### src/rtl/loop_cnt_monitor.sv
`default_nettype none
// ============================================================================
// Module   : loop_cnt_monitor
// Purpose  : Consumer-side checker for a free-running 0..MAX_VAL loop counter.
//            Locks onto the wrap sequence and then counts laps (MAX_VAL->0
//            wraps) and sequence errors. All outputs are registered.
// Revision : 1.0 - initial release
// ============================================================================
module loop_cnt_monitor #(
    parameter int CNT_W    = 7,
    parameter int MAX_VAL  = 99,
    parameter int SYNC_LEN = 4,
    parameter int LAP_W    = 8,
    parameter int ERR_W    = 8
) (
    input  logic             clk,
    input  logic             rst_n,
    input  logic [CNT_W-1:0] cnt_in,
    input  logic             sample_en,
    input  logic             clr,
    output logic             locked,
    output logic             err_pulse,
    output logic             lap_pulse,
    output logic [ERR_W-1:0] err_cnt,
    output logic [LAP_W-1:0] lap_cnt
);

    localparam int               MATCH_W     = $clog2(SYNC_LEN + 1);
    localparam logic [CNT_W-1:0] C_MAX       = CNT_W'(MAX_VAL);
    localparam logic [MATCH_W-1:0] C_LAST_MATCH = MATCH_W'(SYNC_LEN - 1);

    typedef enum logic [1:0] {
        ST_IDLE  = 2'd0,
        ST_SYNC  = 2'd1,
        ST_TRACK = 2'd2
    } state_t;

    state_t             r_state;
    logic [CNT_W-1:0]   r_exp;
    logic [MATCH_W-1:0] r_match;

    logic               w_in_range;
    logic               w_hit;
    logic [CNT_W-1:0]   w_nxt;

    // Expected successor of the current sample; exp is always in range, so a
    // hit can only happen for an in-range sample.
    assign w_in_range = (cnt_in <= C_MAX);
    assign w_nxt      = (cnt_in == C_MAX) ? '0 : cnt_in + 1'b1;
    assign w_hit      = w_in_range && (cnt_in == r_exp);

    // Lock/track state machine with registered flags, pulses and counters.
    always_ff @(posedge clk or negedge rst_n) begin
        if (!rst_n) begin
            r_state   <= ST_IDLE;
            r_exp     <= '0;
            r_match   <= '0;
            locked    <= 1'b0;
            err_pulse <= 1'b0;
            lap_pulse <= 1'b0;
            err_cnt   <= '0;
            lap_cnt   <= '0;
        end else begin
            err_pulse <= 1'b0;
            lap_pulse <= 1'b0;
            if (clr) begin
                r_state <= ST_IDLE;
                r_exp   <= '0;
                r_match <= '0;
                locked  <= 1'b0;
                err_cnt <= '0;
                lap_cnt <= '0;
            end else if (sample_en) begin
                case (r_state)
                    ST_IDLE: begin
                        if (w_in_range) begin
                            r_exp   <= w_nxt;
                            r_match <= '0;
                            r_state <= ST_SYNC;
                        end
                    end
                    ST_SYNC: begin
                        if (w_hit) begin
                            r_exp <= w_nxt;
                            if (r_match == C_LAST_MATCH) begin
                                // The wrap sample that completes lock is not a lap.
                                r_match <= '0;
                                r_state <= ST_TRACK;
                                locked  <= 1'b1;
                            end else begin
                                r_match <= r_match + 1'b1;
                            end
                        end else if (w_in_range) begin
                            r_exp   <= w_nxt;
                            r_match <= '0;
                        end else begin
                            r_match <= '0;
                            r_state <= ST_IDLE;
                        end
                    end
                    ST_TRACK: begin
                        if (w_hit) begin
                            r_exp <= w_nxt;
                            // exp can only be 0 after a MAX_VAL sample.
                            if (cnt_in == '0) begin
                                lap_pulse <= 1'b1;
                                lap_cnt   <= lap_cnt + 1'b1;
                            end
                        end else begin
                            err_pulse <= 1'b1;
                            if (err_cnt != '1) begin
                                err_cnt <= err_cnt + 1'b1;
                            end
                            locked  <= 1'b0;
                            r_match <= '0;
                            if (w_in_range) begin
                                r_exp   <= w_nxt;
                                r_state <= ST_SYNC;
                            end else begin
                                r_state <= ST_IDLE;
                            end
                        end
                    end
                    default: begin
                        r_state <= ST_IDLE;
                        r_match <= '0;
                        locked  <= 1'b0;
                    end
                endcase
            end
        end
    end

endmodule
`default_nettype wire

### config.mk
export PLATFORM = sky130hd
export DESIGN_NAME = loop_cnt_monitor
export DESIGN_NICKNAME = d
export VERILOG_FILES = /design/src/rtl/loop_cnt_monitor.sv
export SDC_FILE = /design/constraint.sdc
export NUM_CORES = 1
export LEC_CHECK = 0
export CAP_MARGIN = 10
export CORE_MARGIN = 2
export CORE_UTILIZATION = 45
export CTS_CLUSTER_DIAMETER = 60
export DETAILED_ROUTE_END_ITERATION = 6
export PLACE_DENSITY = 0.69
export SLEW_MARGIN = 15
export SYNTH_ARGS = -nofsm -noshare
export SYNTH_HDL_FRONTEND = slang
export SYNTH_SLANG_ARGS = --single-unit
### constraint.sdc
create_clock -name clk -period 4.4 [get_ports clk]
set_clock_uncertainty 0.2 [all_clocks]
set_input_delay 0.66 -clock clk [delete_from_list [all_inputs] [get_ports clk]]
set_output_delay 0.66 -clock clk [all_outputs]
set_load 0.01 [all_outputs]
### Word-level counts from Yosys, hierarchy flattened

Cells that the tools add are included.

* bits in registers: 31
* logic and storage cells: 90
* output and inout port bits: 19
* bits of input ports: 11

* $lt $le $gt $ge: 1
* multiplexer cells: 47
* eq/ne operators: 14
* reduce and logical (&&, ||, !) cells: 16
* add/subtract/negate cells: 4

Operators by type and width (count)
* $mux 8: 10
* $mux 7: 5
* $mux 3: 6
* $add 8x1->8 const B: 2
* $mux 1: 15
* $mux 2: 7
* $pmux 7 s2: 1
* $ne 3x3->1 const B: 4
* $reduce_and 5->1: 2
* $reduce_bool 2->1: 5
* $pmux 3 s3: 1
* $ne 4x4->1 const B: 2
* $ne 8x8->1 const B: 1
* $reduce_and 4->1: 2
* $add 7x1->7 const B: 1
* $eq 7x7->1: 1
* $eq 7x7->1 const B: 1
* $le 7x7->1 const B: 1
* $logic_not 7->1: 1
* $pmux 2 s3: 1
* $ne 2x2->1 const B: 2
* $add 3x1->3 const B: 1
* $eq 3x2->1 const B: 1
* $pmux 1 s3: 1
* 8 further kinds: 8

### Logic depth before layout (Yosys ltp)

* depth in word-level cells: 7
* mapped depth: 9
* depth with buffers taken out: 8

### Worst setup path after synthesis

No wires, ideal clock.

* path type: input to register
* start: in cnt_in[0]
* end: reg r_state[1]
* required time: 4.117 ns
* path slack: 1.937 ns
* arrival: 2.180 ns
* stages: 7
* path through: ha_1 > nand3b_1 > a21oi_2 > nor3_4 > o2bb2ai_2 > or4_1 > o21ai_0

* cells in the longest elaborated chain, start to end: 6
* elaborated cells between the ends (all ways): 12
* those cells by class: order compare: 1; eq/ne: 5; mux: 4; reduce/logical: 2

Ends and longest elaborated chain
* start: declaration: RTL line 18 `input logic [CNT_W-1:0] cnt_in,`
* $le 7x7->1 / $eq 7x7->1 (equally long branches): RTL line 48, 50
* $logic_and 1x1->1: RTL line 50 `assign w_hit = w_in_range && (cnt_in == r_exp);`
* $mux 2: RTL line 83 `if (w_hit) begin`
* $pmux 2 s3: RTL line 74 `case (r_state)`
* $mux 2: RTL line 73 `end else if (sample_en) begin`
* $mux 2: RTL line 66 `if (clr) begin`
* end signal: assignment: RTL line 67 `r_state <= ST_IDLE;`
* end signal: assignment: RTL line 79 `r_state <= ST_SYNC;`
* end signal: assignment: RTL line 88 `r_state <= ST_TRACK;`
* end: declaration: RTL line 38 `state_t r_state;`

Several ways; a longest one is shown, not always the timed one. The select of a mux whose other input is x is not followed.
A chain may end at the register's enable or synchronous reset.

### Worst setup path in the final report

Ends and elaborated chain as after synthesis.

==> out/results.ini <==
[cts]
cts_tree = done
clk_pin_slew_ns = 0.06
cts-resized-gates = 0
cts_setup_buffers = 0
numCtsBuffers = 5
ctsHtreeMaxLevel = 2
clock-root-buffer = clkbuf_8
insertion_delay_ns = 0.29
clockBufferDepth = 2
cts_num_sinks = 31
postCtsHoldBufs = 0

[sta]
rsz0062_at_grt = no
finalHoldViolCount = 0
clock.fmax_mhz = 315
post-route-min-period_ns = 3.17
timing.setup.tns_ns = 0
finalSetupViolations = 0
max-slew-margin-rel_pct = 51.5
report.final.slew_viol_count = 0
tightest_slew_ns = 0.725
fin_crit_sh_pct = 72.1

[cells_and_area]
final_cell_mix = dfrtp_1, clkdlybuf4s50_1, nor2_1
finalNetCount = 249
layout_commonest_cell = dfrtp_1
post-route-cell-area_um2 = 2290
fin_util_pct = 57.8
drive_above_1_share_pct = 6.52
diodes = 0
synthToLayoutAreaGrowth_pct = 24.8
final_cells = 280

[synth]
yosysWarnings = 0
ys_seq_area_share_pct = 42.2
synth_area_um2 = 1840
postSynthCellCount = 197
synth_cell_types = 38
syn_area_per_cell_um2 = 9.33
syn_nets = 217
ys_ff_latch = 31

[floorplan]
ios = 30
core_um2 = 3970
die_area_um2 = 4610
initial_core_util_pct = 46.3
die_h_um = 67.9
dieWidth_um = 67.9
rows = 23

[outcome]
status = completed

[global_routing]
grt_pass1_vias = 1467
grt_busiest_layer = met2
grt_first_pass_wirelength_um = 6680
antenna_found_initial = 0
track_usage_pct = 19.6
grt_util_met1_pct = 25.5
grt_max_degree = 32
met2_usage_pct = 30.3
grtUsageMet3_pct = 4.28
grt.overflow.total = 0

[worst_setup_path]
crit_end = r_state[1]$_DFFE_PN0P_
start_kind = primary input
endpoint_kind = flop
arrival_ns = 3.18
worstReg2RegStart = r_exp[0]$_DFFE_PN0P_
r2r_cells = 6
cp_slowest_stage_delay_ns = 0.65
slowest_stage = nor3_4
critPathMaxFanout = 19
r2r_slack_ns = 2.00
startpoint = cnt_in[0]
required_ns = 4.41
path_cells = clkdlybuf4s50_1 > ha_1 > nand3b_1 > a21oi_2 > nor3_4 > nand3_2 > or4_1 > o21ai_0
reg2reg_to = r_state[1]$_DFFE_PN0P_
crit_type = in -> reg

[place]
routabilityCongestion = 0.907
numPortBuffers = 29
placed_area_um2 = 2180
dpl.hpwl_um = 2690
dpl.cell_count = 272

[routing]
wl_um = 3840
vias = 1513
drc = 0
drt_iter0_markers = 177
wl_per_cell_um = 13.7
drt_first_pass_iters = 4
antenna_left = 0
vias_per_cell = 5.40

[job]
maxCapViolations = 0

[pwr]
totalPowerFinal_w = 0.000686
ir_drop_v = 0.000219
p_leak_nw = 0.966
power_density_nw_per_um2 = 299

[min_path]
hp-class = reg -> reg

-- state kept, by name, indices dropped and copies added (netlist names) --
register / flops
err_cnt: 8
lap_cnt: 8
r_exp: 7
r_match: 3
r_state: 2
err_pulse: 1
lap_pulse: 1
locked: 1
-- metrics by stage --
step	hold slack, ns	worst slack [ns]
6_report	0.292	1.23
5_1_grt	0.319	1.04
4_1_cts	0.294	1.23
3_5_place_dp	0.285	0.945
3_3_place_gp	0.277	1.06
2_1_floorplan	0.164	1.94
-- critical path: cells and delay by family --
kind | cells | cell delay [ns]
AOI/OAI and AO/OA | 2 | 0.20
and+or+nand+nor | 4 | 1.42
buffers and inverters | 1 | 0.60
adders and majority gates | 1 | 0.28
-- power breakdown --
part / leakage [nW] / switching, W / internal [W]
Sequential: 0.424 / 0.00000798 / 0.000296
Combinational: 0.481 / 0.0000518 / 0.0000358
Clock: 0.0612 / 0.000112 / 0.000183
Total: 0.966 / 0.000171 / 0.000514
-- synthesized netlist by cell type, drive strengths merged --
master	count	share of area, %
nor3	8	3.4
o22ai	1	0.34
ha	9	6.1
nor4b	3	1.4
a21boi	1	0.41
nor2	25	5.1
o31ai	1	0.41
xnor2	17	8.1
and2	4	1.4
a41oi	1	0.48
o41ai	1	0.48
mux2i	3	1.6
buf	1	0.41
a2111o	1	0.61
o2bb2ai	1	0.82
nand3b	1	0.41
o21a	1	0.41
clkbuf	5	1.2
and3	2	0.68
a21oi	7	2.1
xor2	8	3.8
a21o	2	0.82
a211oi	2	0.82
nand4	6	2.0
nand3	12	3.5
or4	1	0.41
nor2b	2	0.68
nor4	3	1.0
inv	7	1.4
o311a	1	0.54
dfrtp	31	42
nand2	19	3.9
nand2b	3	1.0
o21ai	7	1.9
-- final cells by class --
type / instances / area, µm²
multi-input combinational: 153 / 1010
sequential: 31 / 776
clock buffer: 6 / 82.6
fill: 373 / 1680
inverter: 7 / 26.3
clock inverter: 2 / 35.0
timing repair buffer: 31 / 305
tap: 50 / 62.6
-- routing by layer --
layer  up-vias  part of all wire (%)
met5         -                     0
met4         0                   1.5
met3         5                   6.6
met2        47                    47
met1       713                    45
li1        748                     -
-- logic make-up (layout without fill, tap and decap cells) --
logic type               Yosys count  after routing  synth area share (%)
multiplexers                       3              3                  1.63
flip-flops                        31             31                  42.2
buffers and inverters             13             46                  3.00
adder cells (fa/ha/maj)            9              9                  6.13
XOR/XNOR                          25             25                  11.9
AO/OA/AOI/OAI                     27             27                  10.1
AND/OR/NAND/NOR                   89             89                  25.0
-- how the worst min path moves through the flow --
stage                                       from                endpoint  slack, ns  cells after the start
after global routing      r_match[0]$_DFFE_PN0P_  r_match[0]$_DFFE_PN0P_       0.32                      1
after floorplan                            rst_n  err_cnt[0]$_DFFE_PN0P_       0.16                      0
after CTS                 r_match[0]$_DFFE_PN0P_  r_match[0]$_DFFE_PN0P_       0.29                      1
after global placement    r_match[1]$_DFFE_PN0P_  r_match[1]$_DFFE_PN0P_       0.28                      2
after detailed placement  r_match[0]$_DFFE_PN0P_  r_match[0]$_DFFE_PN0P_       0.29                      1
final                     r_match[0]$_DFFE_PN0P_  r_match[0]$_DFFE_PN0P_       0.29                      1
Power figures use the tool's default switching activity.
